**src/rtl/battle_turn_ctrl.sv**
```systemverilog
// battle_turn_ctrl: battle-screen turn sequencer (menu, attack turns, delays, win/lose/flee outcome).
// Ports: clk_in/rst_in (async active-high) clock and reset; start = game FSM in battle mode;
//   hcount_in/vcount_in pixel position (tick at 0,0); left/right/up/down/select buttons;
//   health_in player HP entering battle; random_num LFSR value.
//   Outputs: health_out/enemy_health HP, *_bar_change health-bar shrink in pixels,
//   cursor_col/cursor_row menu cursor, enemy_sel_x/y sprite select, won, run, state (debug).
// Optional: define CRIT_HIT_EN to enable critical hits on random_num[7:5]==3'b111.
module battle_turn_ctrl #(
  parameter int PLAYER_DAMAGE = 20,
  parameter int ENEMY_DAMAGE  = 10,
  parameter int ENEMY_MAX_HP  = 100,
  parameter int ENEMY_DELAY   = 20,
  parameter int END_DELAY     = 10,
  parameter int BAR_W         = 48
) (
  input  logic        clk_in,
  input  logic        rst_in,
  input  logic        start,
  input  logic [10:0] hcount_in,
  input  logic [9:0]  vcount_in,
  input  logic        left_in,
  input  logic        right_in,
  input  logic        up_in,
  input  logic        down_in,
  input  logic        select,
  input  logic [7:0]  health_in,
  input  logic [7:0]  random_num,
  output logic [7:0]  health_out,
  output logic [7:0]  enemy_health,
  output logic [10:0] player_bar_change,
  output logic [10:0] enemy_bar_change,
  output logic        cursor_col,
  output logic        cursor_row,
  output logic [3:0]  enemy_sel_x,
  output logic        enemy_sel_y,
  output logic        won,
  output logic        run,
  output logic [2:0]  state
);
  typedef enum logic [2:0] {IDLE, INIT, MENU, PLAYER_ATK, ENEMY_WAIT, ENEMY_ATK, END_WAIT, DONE} state_t;
  localparam logic [10:0] BW = 11'(BAR_W);
  localparam logic [7:0]  ED = 8'(ENEMY_DAMAGE);
  state_t st;
  logic [15:0] counter;
  logic tick;
  logic [7:0] p_dmg, e_hp_nx, p_hp_nx;
  logic [10:0] p_inc, e_bar_sum, e_bar_nx, p_bar_sum, p_bar_nx;
  assign tick = hcount_in == '0 && vcount_in == '0;
  assign state = st;
`ifdef CRIT_HIT_EN
  logic crit;
  assign crit  = random_num[7:5] == 3'b111;
  assign p_dmg = crit ? 8'(2 * PLAYER_DAMAGE) : 8'(PLAYER_DAMAGE);
  assign p_inc = crit ? 11'(PLAYER_DAMAGE) : 11'(PLAYER_DAMAGE / 2);
`else
  logic unused_rnd;
  assign unused_rnd = ^random_num[7:5];
  assign p_dmg = 8'(PLAYER_DAMAGE);
  assign p_inc = 11'(PLAYER_DAMAGE / 2);
`endif
  assign e_hp_nx   = enemy_health > p_dmg ? enemy_health - p_dmg : '0;
  assign e_bar_sum = enemy_bar_change + p_inc;
  assign e_bar_nx  = e_bar_sum > BW ? BW : e_bar_sum;
  assign p_hp_nx   = health_out > ED ? health_out - ED : '0;
  assign p_bar_sum = player_bar_change + 11'(ENEMY_DAMAGE / 2);
  assign p_bar_nx  = p_bar_sum > BW ? BW : p_bar_sum;
  always_ff @(posedge clk_in or posedge rst_in) begin
    if (rst_in) begin
      st <= IDLE;
      counter <= '0;
      health_out <= '0;
      enemy_health <= '0;
      player_bar_change <= '0;
      enemy_bar_change <= '0;
      cursor_col <= 1'b0;
      cursor_row <= 1'b0;
      enemy_sel_x <= '0;
      enemy_sel_y <= 1'b0;
      won <= 1'b0;
      run <= 1'b0;
    end else if (st != IDLE && !start) begin
      // abort back to the overworld: HP and bars deliberately hold
      st <= IDLE;
      run <= 1'b0;
      won <= 1'b0;
    end else if (tick) begin
      case (st)
        IDLE: begin
          run <= 1'b0;
          won <= 1'b0;
          if (start) st <= INIT;
        end
        INIT: begin
          enemy_health <= 8'(ENEMY_MAX_HP);
          health_out <= health_in;
          player_bar_change <= '0;
          enemy_bar_change <= '0;
          counter <= '0;
          cursor_col <= 1'b0;
          cursor_row <= 1'b0;
          enemy_sel_x <= &random_num[3:0] ? 4'd14 : random_num[3:0];
          enemy_sel_y <= random_num[4];
          st <= health_in == '0 ? END_WAIT : MENU;
        end
        MENU: begin
          cursor_col <= left_in ? 1'b0 : right_in ? 1'b1 : cursor_col;
          cursor_row <= up_in ? 1'b0 : down_in ? 1'b1 : cursor_row;
          // select acts on the cursor as it was before this tick's move
          if (select && !cursor_col && !cursor_row) st <= PLAYER_ATK;
          else if (select && cursor_col && cursor_row) begin
            st <= DONE;
            run <= 1'b1;
            won <= 1'b0;
          end
        end
        PLAYER_ATK: begin
          enemy_health <= e_hp_nx;
          enemy_bar_change <= e_bar_nx;
          counter <= '0;
          won <= e_hp_nx == '0;
          st <= e_hp_nx == '0 ? END_WAIT : ENEMY_WAIT;
        end
        ENEMY_WAIT: begin
          counter <= counter == 16'(ENEMY_DELAY - 1) ? '0 : counter + 16'd1;
          if (counter == 16'(ENEMY_DELAY - 1)) st <= ENEMY_ATK;
        end
        ENEMY_ATK: begin
          health_out <= p_hp_nx;
          player_bar_change <= p_bar_nx;
          counter <= '0;
          st <= p_hp_nx == '0 ? END_WAIT : MENU;
        end
        END_WAIT: begin
          counter <= counter == 16'(END_DELAY - 1) ? '0 : counter + 16'd1;
          if (counter == 16'(END_DELAY - 1)) begin
            st <= DONE;
            run <= 1'b1;
          end
        end
        DONE: run <= 1'b1;
      endcase
    end
  end
endmodule

```
**config.mk**
```make
export PLATFORM = sky130hd
export DESIGN_NAME = battle_turn_ctrl
export DESIGN_NICKNAME = d
export VERILOG_FILES = /design/src/rtl/battle_turn_ctrl.sv
export SDC_FILE = /design/constraint.sdc
export NUM_CORES = 1
export LEC_CHECK = 0
export ABC_AREA = 0
export CORE_MARGIN = 5
export CORE_UTILIZATION = 45
export CTS_CLUSTER_DIAMETER = 40
export CTS_CLUSTER_SIZE = 30
export DETAILED_ROUTE_END_ITERATION = 8
export GPL_ROUTABILITY_DRIVEN = 1
export GPL_TIMING_DRIVEN = 0
export PLACE_DENSITY_LB_ADDON = 0.1
export SLEW_MARGIN = 20
export SYNTH_ARGS = -nofsm -noshare
export SYNTH_HDL_FRONTEND = slang
export SYNTH_SLANG_ARGS = --single-unit
export TNS_END_PERCENT = 100
```
**constraint.sdc**
```tcl
create_clock -name clk_in -period 5.55 [get_ports clk_in]
set_clock_uncertainty 0.15 [all_clocks]
set_input_delay 0.8325 -clock clk_in [delete_from_list [all_inputs] [get_ports clk_in]]
set_output_delay 0.8325 -clock clk_in [all_outputs]
set_load 0.01 [all_outputs]
```
==> results.yml <==
layout:
  postLayoutCellArea_sq_mm: 0.00541
  layout.filler_cells: 832
  post_route_cells_drive_above_1_share_pct: 11.1
  finish.net_count: 618
  finish.utilization_pct: 59.1
  multi_input_comb_area_sq_mm: 0.00240
  ff_latch_area_sq_mm: 0.00163
  final_common_cell: "sky130_fd_sc_hd__clkdlybuf4s50_1"
  area_growth_pct: 29.4
  n_antenna_cell: 0
  most-common-layout-cells: "sky130_fd_sc_hd__clkdlybuf4s50_1 (89), sky130_fd_sc_hd__dfrtp_1 (65), sky130_fd_sc_hd__nor2_1 (55)"
setup_path:
  r2r_end: "counter[10]"
  timing.critical_path.to_type: "register"
  cp_top_family: "simple AND/OR/NAND/NOR gates"
  cp_cell_sequence: "clkdlybuf4s50_1 -> nor4_2 -> o211ai_2 -> nor2_4 -> nand2_1 -> nor3_2 -> buf_2 -> nor2_1"
  worst-endpoint-arrival_ns: 3.15
  regToRegSetupSlack_ns: 3.04
  max_stage_delay_ns: 0.42
  critPathMaxFanout: 10
  crit-reg2reg-launch: "state[0]"
  worst_setup_path_startpoint: "hcount_in[4]"
  worst-endpoint-required_ns: 5.62
  worst-path-stages: 8
  timing.critical_path.slowest_stage_cell: "sky130_fd_sc_hd__nor4_2"
  criticalPathCategory: "input port to register"
  cp_num_buf_inv: 2
  critPathLaunchType: "input port"
  reg2reg_depth: 8
cts:
  cts.repair_timing.setup_buffer_count: 0
  tritoncts.num_buffers: 9
  cts_resized: 0
  cts_tree: "yes"
  clkSinkCount: 65
  hold_buffers: 0
  cts.htree.levels: 3
  clkLatencyLatePin_ns: 0.34
  clockBufferDepth: 2
  cts_root_buf: "sky130_fd_sc_hd__clkbuf_8"
  clk_pin_slew_ns: 0.06
global_route:
  use_met3_pct: 3.16
  top_usage_layer: "met2"
  grt_usage_pct: 19.8
  use_met1_pct: 26.9
  grt_pass1_vias: 3830
  grt_pass1_wl_mm: 18.6
  grt_start_max_net_pins: 56
  antenna_found_initial: 0
  gr-total-overflow: 0
  met2_usage_pct: 31.8
synthesis:
  main_flop_type_after_synthesis: "sky130_fd_sc_hd__dfrtp_1"
  ys_ff_latch: 65
  synth_enable_flop_cells: 0
  synthArstFlopShare_pct: 100
  syn_inst: 464
  synthAdderAreaFrac_pct: 2.40
  avgSynthCellArea_sq_um: 9.00
  synth.mux.area_fraction_pct: 1.89
  synth_sequential_area_ratio_pct: 38.9
  synthesized_net_count: 517
  synth-warning-count: 0
  netlist-cell-type-count: 81
  synth_compound_area_share_pct: 19.8
  main_combinational_cell_family_by_area_after_synthesis: "simple AND/OR/NAND/NOR gates"
  synthSimpleGateAreaFrac_pct: 29.3
  synth-xor-area-share_pct: 3.98
  mappedNetlistArea_sq_mm: 0.00418
hold_path:
  start_point_of_the_worst_min_delay_path: "enemy_sel_x[2]"
  worst_hold_path.num_cells: 1
  min_path_type: "register to register"
  worst_hold_path.endpoint: "enemy_sel_x[2]"
pwr:
  power.ir.vdd_worst_uv: 159
  cellPowerDensity_mw_per_mm2: 216
  cellLeakagePower_nw: 2.27
detailed_routing:
  drt_first_pass_iters: 5
  postRouteWirelength_mm: 11.0
  drt-vias-per-instance: 5.80
  detail_route.iter0.violations: 153
  drt-wirelength-per-cell_um: 16.2
  route.antenna.remaining_nets: 0
  vias: 3937
  remaining_drc_errors: 0
job:
  maxCapViolCount: 0
sta:
  tightest_slew_ns: 0.565
  layout_worst_path_cycle_share_pct: 55.6
  setup_viol: 0
  slew_violations: 0
  slew_margin_rel_pct: 62.3
  max_freq_mhz: 324
  setup_tns_ns: 0
  worst_hold_slack_ns: 0.365
  min_period_ns: 3.09
  rsz0062_at_grt: "false"
  hold_viol_final: 0
floorplanning:
  die_y_um: 106
  floorplan.io_pins: 95
  effective_utilization_at_floorplan_pct: 45.6
  floorplan.core_area_sq_mm: 0.00915
  core.rowCount: 35
  fp.dieArea_sq_mm: 0.0113
  floorplan.die.width_um: 106
place:
  place.detailed.hpwl_mm: 8.20
  dpl_cell_area_sq_mm: 0.00524
  finalWeightedCongestion: 0.907
  portBuffers: 89
status:
  outcome: "finished clean"
==> worst max-delay path by stage <==
stage	end	slack (ns)
global route	counter[10]	2.35
floorplan	counter[0]	2.94
finish	counter[10]	2.46
global placement	health_out[4]	1.73
CTS	counter[10]	2.49
detailed placement	counter[10]	2.14
==> Yosys cell counts (5+ instances only) <==
cell / n / area [sq um]
sky130_fd_sc_hd__a21o_1: 5 / 37.5
sky130_fd_sc_hd__a21oi_1: 24 / 120
sky130_fd_sc_hd__and2_1: 15 / 93.8
sky130_fd_sc_hd__and3_1: 5 / 31.3
sky130_fd_sc_hd__buf_2: 9 / 45.0
sky130_fd_sc_hd__clkbuf_1: 8 / 30.0
sky130_fd_sc_hd__dfrtp_1: 65 / 1630
sky130_fd_sc_hd__ha_1: 8 / 100
sky130_fd_sc_hd__inv_1: 10 / 37.5
sky130_fd_sc_hd__mux2_2: 7 / 78.8
sky130_fd_sc_hd__nand2_1: 35 / 131
sky130_fd_sc_hd__nand2b_1: 8 / 50.1
sky130_fd_sc_hd__nand3_1: 9 / 45.0
sky130_fd_sc_hd__nand4_1: 13 / 81.3
sky130_fd_sc_hd__nor2_1: 55 / 206
sky130_fd_sc_hd__nor2b_1: 6 / 37.5
sky130_fd_sc_hd__nor3_1: 9 / 45.0
sky130_fd_sc_hd__nor4_1: 7 / 43.8
sky130_fd_sc_hd__o21ai_0: 30 / 150
sky130_fd_sc_hd__o31ai_1: 10 / 75.1
sky130_fd_sc_hd__or3_1: 5 / 31.3
sky130_fd_sc_hd__xnor2_1: 8 / 70.1
sky130_fd_sc_hd__xor2_1: 11 / 96.3
==> cells by family (layout without fill, tap and decap cells) <==
group           count (synthesis)  in the layout
simple gates                  211            211
compound gates                121            121
flops                          65             65
buf+inv                        32            136
xor+xnor                       19             19
fa+ha+maj                       8              8
mux                             7              7
other cells                     1              1
==> routing by layer <==
metal	part of all wire, %	wire length, um
met5	0	0
met4	1.9	205
met3	4.3	473
met2	47	5200
met1	46	5090
==> stage by stage <==
stage | worst slack, ns | instances | total power [mW]
2_1_floorplan | 2.94 | 464 | 0.700
3_3_place_gp | 1.73 | 664 | 0.810
3_5_place_dp | 2.14 | 665 | 0.814
4_1_cts | 2.49 | 679 | 1.17
5_1_grt | 2.35 | 679 | 1.23
6_report | 2.46 | 679 | 1.17
==> registers in the layout (all words and copies together) (netlist names) <==
| register | flops |
|---|---|
| counter | 16 |
| cursor_col | 1 |
| cursor_row | 1 |
| enemy_bar_change | 10 |
| enemy_health | 8 |
| enemy_sel_x | 4 |
| enemy_sel_y | 1 |
| health_out | 8 |
| player_bar_change | 11 |
| run | 1 |
| state | 3 |
| won | 1 |
==> final cells by class <==
| class | instances | area share (%) |
|---|---|---|
| flip-flops and latches | 65 | 30.1 |
| clock buffers | 11 | 2.80 |
| inverters | 11 | 0.810 |
| clock inverters | 3 | 0.324 |
| plain buffers | 21 | 2.04 |
| well taps | 111 | 2.57 |
| multi-input cells | 367 | 44.4 |
| repair buffers | 90 | 17.0 |
==> power by group <==
part           total, mW  internal (mW)  switching [mW]
sequential         0.508          0.487          0.0207
combinational      0.301          0.128           0.173
clock              0.361          0.180           0.181
total               1.17          0.795           0.375
No activity file was read; power rests on OpenSTA's default activity.
